**src/rtl/sdram_model_pkg.sv**
```systemverilog
// Shared types for the SDRAM device model: command codes, FSM states,
// violation codes and CAS-latency limits.
package sdram_model_pkg;

    typedef enum logic [2:0] {
        CMD_MRS = 3'b000,
        CMD_REF = 3'b001,
        CMD_PRE = 3'b010,
        CMD_ACT = 3'b011,
        CMD_WR  = 3'b100,
        CMD_RD  = 3'b101,
        CMD_BST = 3'b110,
        CMD_NOP = 3'b111
    } cmd_e;

    typedef enum logic [2:0] {
        INIT_PWRUP,
        INIT_PALL,
        INIT_REF1,
        INIT_REF2,
        INIT_READY
    } init_e;

    typedef enum logic {
        BANK_IDLE,
        BANK_OPEN
    } bank_e;

    localparam logic [2:0] ERR_NONE      = 3'd0;
    localparam logic [2:0] ERR_INIT      = 3'd1;
    localparam logic [2:0] ERR_MRS       = 3'd2;
    localparam logic [2:0] ERR_ACT_OPEN  = 3'd3;
    localparam logic [2:0] ERR_BANK_IDLE = 3'd4;
    localparam logic [2:0] ERR_REF_OPEN  = 3'd5;
    localparam logic [2:0] ERR_WR_RD     = 3'd6;
    localparam logic [2:0] ERR_TIMING    = 3'd7;

    localparam int CL_MIN = 2;
    localparam int CL_MAX = 3;
    localparam int NBANK  = 4;
    localparam int TCW    = 4;

    typedef struct packed {
        logic        valid;
        logic [15:0] data;
    } rd_ent_t;

endpackage

```
**src/rtl/sdram_model_bank.sv**
```systemverilog
// One SDRAM bank: open flag, latched row and, with
// SDRAM_MODEL_TIMING_CHECK_EN, tRCD/tRP down-counters.
module sdram_model_bank
    import sdram_model_pkg::*;
#(
    parameter int T_RCD = 2,
    parameter int T_RP  = 2
) (
    input  logic        clk,
    input  logic        reset,
    input  logic        cke_i,
    input  logic        act_i,
    input  logic        pre_i,
    input  logic [12:0] row_i,
    output logic        open_o,
    output logic [12:0] row_o,
    output logic        rcd_busy_o,
    output logic        rp_busy_o
);

    bank_e       st_q, st_d;
    logic [12:0] row_q, row_d;

    always_comb begin
        st_d  = st_q;
        row_d = row_q;
        if (cke_i) begin
            if (act_i) begin
                st_d  = BANK_OPEN;
                row_d = row_i;
            end else if (pre_i) begin
                st_d = BANK_IDLE;
            end
        end
    end

    always_ff @(posedge clk or posedge reset) begin
        if (reset) begin
            st_q  <= BANK_IDLE;
            row_q <= '0;
        end else begin
            st_q  <= st_d;
            row_q <= row_d;
        end
    end

    assign open_o = (st_q == BANK_OPEN);
    assign row_o  = row_q;

`ifdef SDRAM_MODEL_TIMING_CHECK_EN
    logic [TCW-1:0] rcd_q, rcd_d;
    logic [TCW-1:0] rp_q, rp_d;

    // Loaded with T-1 so a command exactly T cycles later sees zero
    always_comb begin
        rcd_d = rcd_q;
        rp_d  = rp_q;
        if (cke_i) begin
            if (rcd_q != '0) rcd_d = rcd_q - 1'b1;
            if (rp_q != '0)  rp_d  = rp_q - 1'b1;
            if (act_i)       rcd_d = TCW'(T_RCD - 1);
            if (pre_i)       rp_d  = TCW'(T_RP - 1);
        end
    end

    always_ff @(posedge clk or posedge reset) begin
        if (reset) begin
            rcd_q <= '0;
            rp_q  <= '0;
        end else begin
            rcd_q <= rcd_d;
            rp_q  <= rp_d;
        end
    end

    assign rcd_busy_o = (rcd_q != '0);
    assign rp_busy_o  = (rp_q != '0);
`else
    logic unused_tcfg;
    assign unused_tcfg = (T_RCD + T_RP) > 0;
    assign rcd_busy_o  = 1'b0;
    assign rp_busy_o   = 1'b0;
`endif

endmodule

```
**config.mk**
```make
export PLATFORM = sky130hd
export DESIGN_NAME = sdram_model_bank
export DESIGN_NICKNAME = d
export VERILOG_FILES = /design/src/rtl/sdram_model_pkg.sv /design/src/rtl/sdram_model_bank.sv
export SDC_FILE = /design/constraint.sdc
export NUM_CORES = 1
export LEC_CHECK = 0
export CAP_MARGIN = 0
export CORE_MARGIN = 4
export CORE_UTILIZATION = 38
export CTS_BUF_LIST = sky130_fd_sc_hd__clkbuf_16
export DETAILED_ROUTE_END_ITERATION = 10
export GPL_TIMING_DRIVEN = 1
export PLACE_DENSITY = 0.8
export SLEW_MARGIN = 20
export SYNTH_ARGS = -nofsm -noshare
export SYNTH_HDL_FRONTEND = slang
export SYNTH_SLANG_ARGS = --single-unit
export TNS_END_PERCENT = 5
```
**constraint.sdc**
```tcl
create_clock -name clk -period 1.9 [get_ports clk]
set_input_delay 0.57 -clock clk [delete_from_list [all_inputs] [get_ports clk]]
set_output_delay 0.57 -clock clk [all_outputs]
set_load 0.01 [all_outputs]
```
==> results.yml, run 1 <==
run_status:
  status: "complete, no violations"
setup_path:
  slowest_delay_ps: 550
  startpoint_type: "register"
  r2r_cells: 1
  r2r-end: "row_o[12]"
  worstPathRequired_ps: 1330
  cp.depth: 1
  cp-endpoint: "row_o[12]"
  slowest_stage: "clkdlybuf4s50_1"
  cp-startpoint: "row_o[12]"
  rrSetupSlack_ps: 1140
  path_buf_inv: 1
  criticalPathCategory: "reg -> out"
  cp.arrival_ps: 1140
  path_cells: "clkdlybuf4s50_1"
  r2r_start: "row_o[12]"
  cp_top_family: "buffers and inverters"
  cp_max_fo: 2
  endpoint_kind: "output pin"
die:
  design.core.area_um2: 1380
  die_x_um: 47.3
  start_util: 0.425
  die-area_um2: 2240
  rows: 13
  ios: 34
  fp.dieH_um: 47.3
yosys:
  ys_seq_area_frac: 0.596
  synth_cells: 35
  synth-seq-cells: 14
  yosysTopAreaCell: "dfrtp_1"
  yosys_warnings: 0
  ys_types: 10
  syn_avg_cell_area_um2: 16.8
  synth.area.top_cells: "dfrtp_1, mux2_4, mux2_2"
  yosysTopAreaCellShare: 0.596
  syn-cell-area_um2: 588
timing:
  slew_headroom: 0.649
  fin_crit_ps: 1710
  tns_ps: 0
  finalHoldViolations: 0
  setup_viol: 0
  drv_slew: 0
  skew_ps: 0
  rsz0062_at_grt: "no"
  max_freq_mhz: 586
  finalCritPeriodShare: 0.899
  tightest_slew_ps: 525
grt:
  grt_pass1_wl_mm: 1.88
  grt_max_degree: 15
  antenna_found_initial: 0
  gr-total-overflow: 0
  grt_usage: 0.123
  grt_pass1_vias: 418
flow_run:
  maxCapViolCount: 0
final_layout:
  area_growth_pct: 68.9
  fillers: 90
  ff_latch_area_um2: 350
  nNetsFinal: 88
  layout_commonest_cell: "clkdlybuf4s50_1"
  post-route-util: 0.719
  final_cell_mix: "clkdlybuf4s50_1, dfrtp_1, mux2_4, mux2_2, clkbuf_16"
  multi_input_area_um2: 211
  drive_above_1_share: 0.275
  diodes: 0
route:
  wl_mm: 1.17
  routedWlPerCell_um: 13.9
  drcViolationCount: 0
  drt_iter0_markers: 1
  first_pass_iters: 4
  drtAntennaViolNets: 0
  vias: 379
  avgViaCountPerCell: 4.51
clocking:
  clk_pin_slew_ps: 40
  postCtsSetupBuffers: 0
  ctsHoldBuffers: 0
  cts_tree: "done"
  cts_sinks: 14
  cts-root-buf: "clkbuf_16"
  numCtsBuffers: 3
  clk_latency_ps: 230
  ctsHtreeMaxLevel: 1
  clock_path_buffers: 2
  ctsResizeCount: 0
power:
  ir_drop_v: 0.00107
  p_per_area_nw_per_um2: 987
  p_leak_uw: 0.000457
place:
  port_buffers: 31
  gp_congestion: 0.680
min_path:
  holdCritPathClass: "reg -> reg"
[state kept, by name, summed over array words and instances (netlist names)]
name and cells:
row_o 13, open_o 1
[worst min-delay path by stage]
| stage | from | end | cells after the start |
|---|---|---|---|
| 6_report | row_o[0] | row_o[0] | 1 |
| 5_1_grt | row_o[0] | row_o[0] | 1 |
| 4_1_cts | row_o[0] | row_o[0] | 1 |
| 3_5_place_dp | row_o[0] | row_o[0] | 1 |
| 3_3_place_gp | row_o[0] | row_o[0] | 1 |
| 2_1_floorplan | reset | open_o | 1 |
[per-stage QoR]
| step | power (µW) | instances | setup slack (ps) | hold slack (ps) | instance area (µm²) |
|---|---|---|---|---|---|
| 2_1_floorplan | 468 | 36 | 655 | 459 | 592 |
| 3_3_place_gp | 600 | 80 | 169 | 486 | 915 |
| 3_5_place_dp | 604 | 80 | 149 | 495 | 915 |
| 5_1_grt | 1030 | 84 | 150 | 532 | 993 |
| 6_report | 980 | 84 | 193 | 500 | 993 |
| 4_1_cts | 994 | 84 | 188 | 504 | 993 |
[final cells by class]
class / count / area share
sequential: 14 / 0.353
timing repair buffer: 32 / 0.332
multi-input combinational: 18 / 0.213
clock buffer: 3 / 0.0756
tap: 15 / 0.0189
clock inverter: 1 / 0.00378
inverter: 1 / 0.00378
[cells in the mapped netlist]
library cell,n
nand2_1,1
mux2_4,10
a22o_2,1
inv_1,1
buf_4,2
buf_6,1
mux2_2,3
nand2_2,1
dfrtp_1,14
conb_1,1
[cell families after synthesis]
| family | Yosys count | synth area share |
|---|---|---|
| buffers and inverters | 4 | 0.0510 |
| flip-flops | 14 | 0.596 |
| other | 1 | 0.00638 |
| AND/OR/NAND/NOR | 2 | 0.0170 |
| multiplexers | 13 | 0.313 |
| AO/OA/AOI/OAI | 1 | 0.0170 |
[layer usage]
layer	up-vias	part of all wire	GRT usage
li1	181	-	-
met1	176	0.42	0.140
met4	0	0	0.0166
met2	22	0.48	0.203
met5	-	0	0
met3	0	0.10	0.0728
[power by group]
part	switching (µW)	internal (µW)	total, µW
combinational	70.5	161	231
sequential	23.9	343	367
clock	106	277	383
total	200	780	980
Note: power is estimated with default switching activity, not from simulation.
==> run 2: changes to the inputs <==
--- a/config.mk
+++ b/config.mk
@@ -7,11 +7,11 @@
 export LEC_CHECK = 0
 export CAP_MARGIN = 0
 export CORE_MARGIN = 4
-export CORE_UTILIZATION = 38
+export CORE_UTILIZATION = 32
 export CTS_BUF_LIST = sky130_fd_sc_hd__clkbuf_16
 export DETAILED_ROUTE_END_ITERATION = 10
 export GPL_TIMING_DRIVEN = 1
-export PLACE_DENSITY = 0.8
+export PLACE_DENSITY = 0.72
 export SLEW_MARGIN = 20
 export SYNTH_ARGS = -nofsm -noshare
 export SYNTH_HDL_FRONTEND = slang
==> constraint.sdc (replaced) <==
create_clock -name clk -period 1.57 [get_ports clk]
set_input_delay 0.471 -clock clk [delete_from_list [all_inputs] [get_ports clk]]
set_output_delay 0.471 -clock clk [all_outputs]
set_load 0.01 [all_outputs]
==> results.yml, run 2 (same netlist as run 1, synthesis figures left out) <==
run_status:
  status: "complete, no violations"
clocking:
  cts-root-buf: "clkbuf_16"
  clk_pin_slew_ps: 50
  ctsHtreeMaxLevel: 1
  clk_latency_ps: 230
  postCtsSetupBuffers: 0
  ctsHoldBuffers: 0
  cts_sinks: 14
  clock_path_buffers: 2
  cts_tree: "done"
  ctsResizeCount: 14
  numCtsBuffers: 3
grt:
  grt_max_degree: 15
  gr-total-overflow: 0
  grt_pass1_vias: 416
  grt_usage: 0.106
  grt_pass1_wl_mm: 2.01
  antenna_found_initial: 0
timing:
  setup_viol: 0
  tns_ps: 0
  max_freq_mhz: 699
  holdWs_ps: 491
  rsz0062_at_grt: "no"
  finalCritPeriodShare: 0.911
  drv_slew: 0
  slew_headroom: 0.660
  finalHoldViolations: 0
  skew_ps: 0
  tightest_slew_ps: 510
  fin_ws_ps: 139
  fin_crit_ps: 1430
final_layout:
  fillers: 156
  layout_commonest_cell: "clkdlybuf4s50_1"
  nNetsFinal: 89
  largest_register_ffs: 13
  drive_above_1_share: 0.286
  post-route-util: 0.584
  diodes: 0
  final_cell_mix: "clkdlybuf4s50_1, dfrtp_1, dlygate4sd2_1, mux2_4"
  area_growth_pct: 71.5
place:
  place_ws_ps: -105
  gp_congestion: 0.622
  port_buffers: 31
  dp_hpwl_um: 942
setup_path:
  path_cells: "clkdlybuf4s50_1 > nand2_2 > buf_12 > mux2_4"
  cp.arrival_ps: 1550
  criticalPathCategory: "in -> reg"
  slowest_stage: "clkdlybuf4s50_1"
  cp_max_fo: 8
  slowest_delay_ps: 510
  endpoint_kind: "register"
  worstPathRequired_ps: 1690
  startpoint_type: "input port"
power:
  ir_drop_v: 0.000529
  p_per_area_nw_per_um2: 1150
  p_leak_uw: 0.000487
  fin_total_pwr_uw: 1160
route:
  first_pass_iters: 2
  drtAntennaViolNets: 0
  vias: 404
  avgViaCountPerCell: 4.25
  wl_mm: 1.21
  routedWlPerCell_um: 12.8
  drcViolationCount: 0
  drt_iter0_markers: 3
die:
  design.core.area_um2: 1730
  rows: 15
  die_x_um: 50.9
  fp.dieH_um: 50.9
  start_util: 0.341
  ios: 34
  die-area_um2: 2590
flow_run:
  maxCapViolCount: 0
min_path:
  holdCritPathClass: "reg -> reg"
==> run 2: stage by stage <==
| step | cell area (µm²) | std cells |
|---|---|---|
| final | 1010 | 95 |
| after global routing | 1010 | 95 |
| after CTS | 1010 | 95 |
| after detailed placement | 947 | 91 |
| after global placement | 947 | 91 |
| after floorplan | 592 | 36 |
==> run 2: area by class of cell <==
cell class / instances / area, µm² / area share
Inverter: 1 / 3.75 / 0.00372
Multi-Input combinational cell: 18 / 211 / 0.210
Tap cell: 25 / 31.3 / 0.0310
Timing Repair Buffer: 33 / 333 / 0.330
Clock inverter: 1 / 3.75 / 0.00372
Sequential cell: 14 / 350 / 0.347
Clock buffer: 3 / 75.1 / 0.0744
==> run 2: metal layers <==
layer | share of wire | vias to the layer above | GRT usage | routed length [µm]
met5 | 0 | - | 0 | 0
met4 | 0.014 | 0 | 0.0538 | 17
met3 | 0.11 | 2 | 0.0321 | 132
met2 | 0.43 | 23 | 0.154 | 523
met1 | 0.45 | 191 | 0.140 | 540
li1 | - | 188 | - | -
==> run 2: critical path, delay by kind of cell <==
family                 cells  cell delay, ps
multiplexers               1             290
buffers and inverters      2             670
AND/OR/NAND/NOR            1             120
==> run 2: path summary, 6_finish.rpt <==
path                                from        to  cells past startpoint  slack, ps
worst max-delay path               cke_i  row_o[7]                      4        140
worst min-delay path              open_o    open_o                      1        490
worst max register to register  row_o[8]  row_o[8]                      1        820
worst min register to register    open_o    open_o                      1        490
max in group asynchronous          reset  row_o[8]                      2        650
min in group asynchronous          reset  row_o[6]                      2        570
==> run 2: where the power goes <==
| group | internal [µW] | switching, µW | total [µW] | leakage [µW] |
|---|---|---|---|---|
| Clock | 336 | 134 | 469 | 0.0000385 |
| Sequential | 415 | 25.5 | 440 | 0.000164 |
| Combinational | 162 | 86.5 | 248 | 0.000284 |
| Total | 912 | 246 | 1160 | 0.000487 |
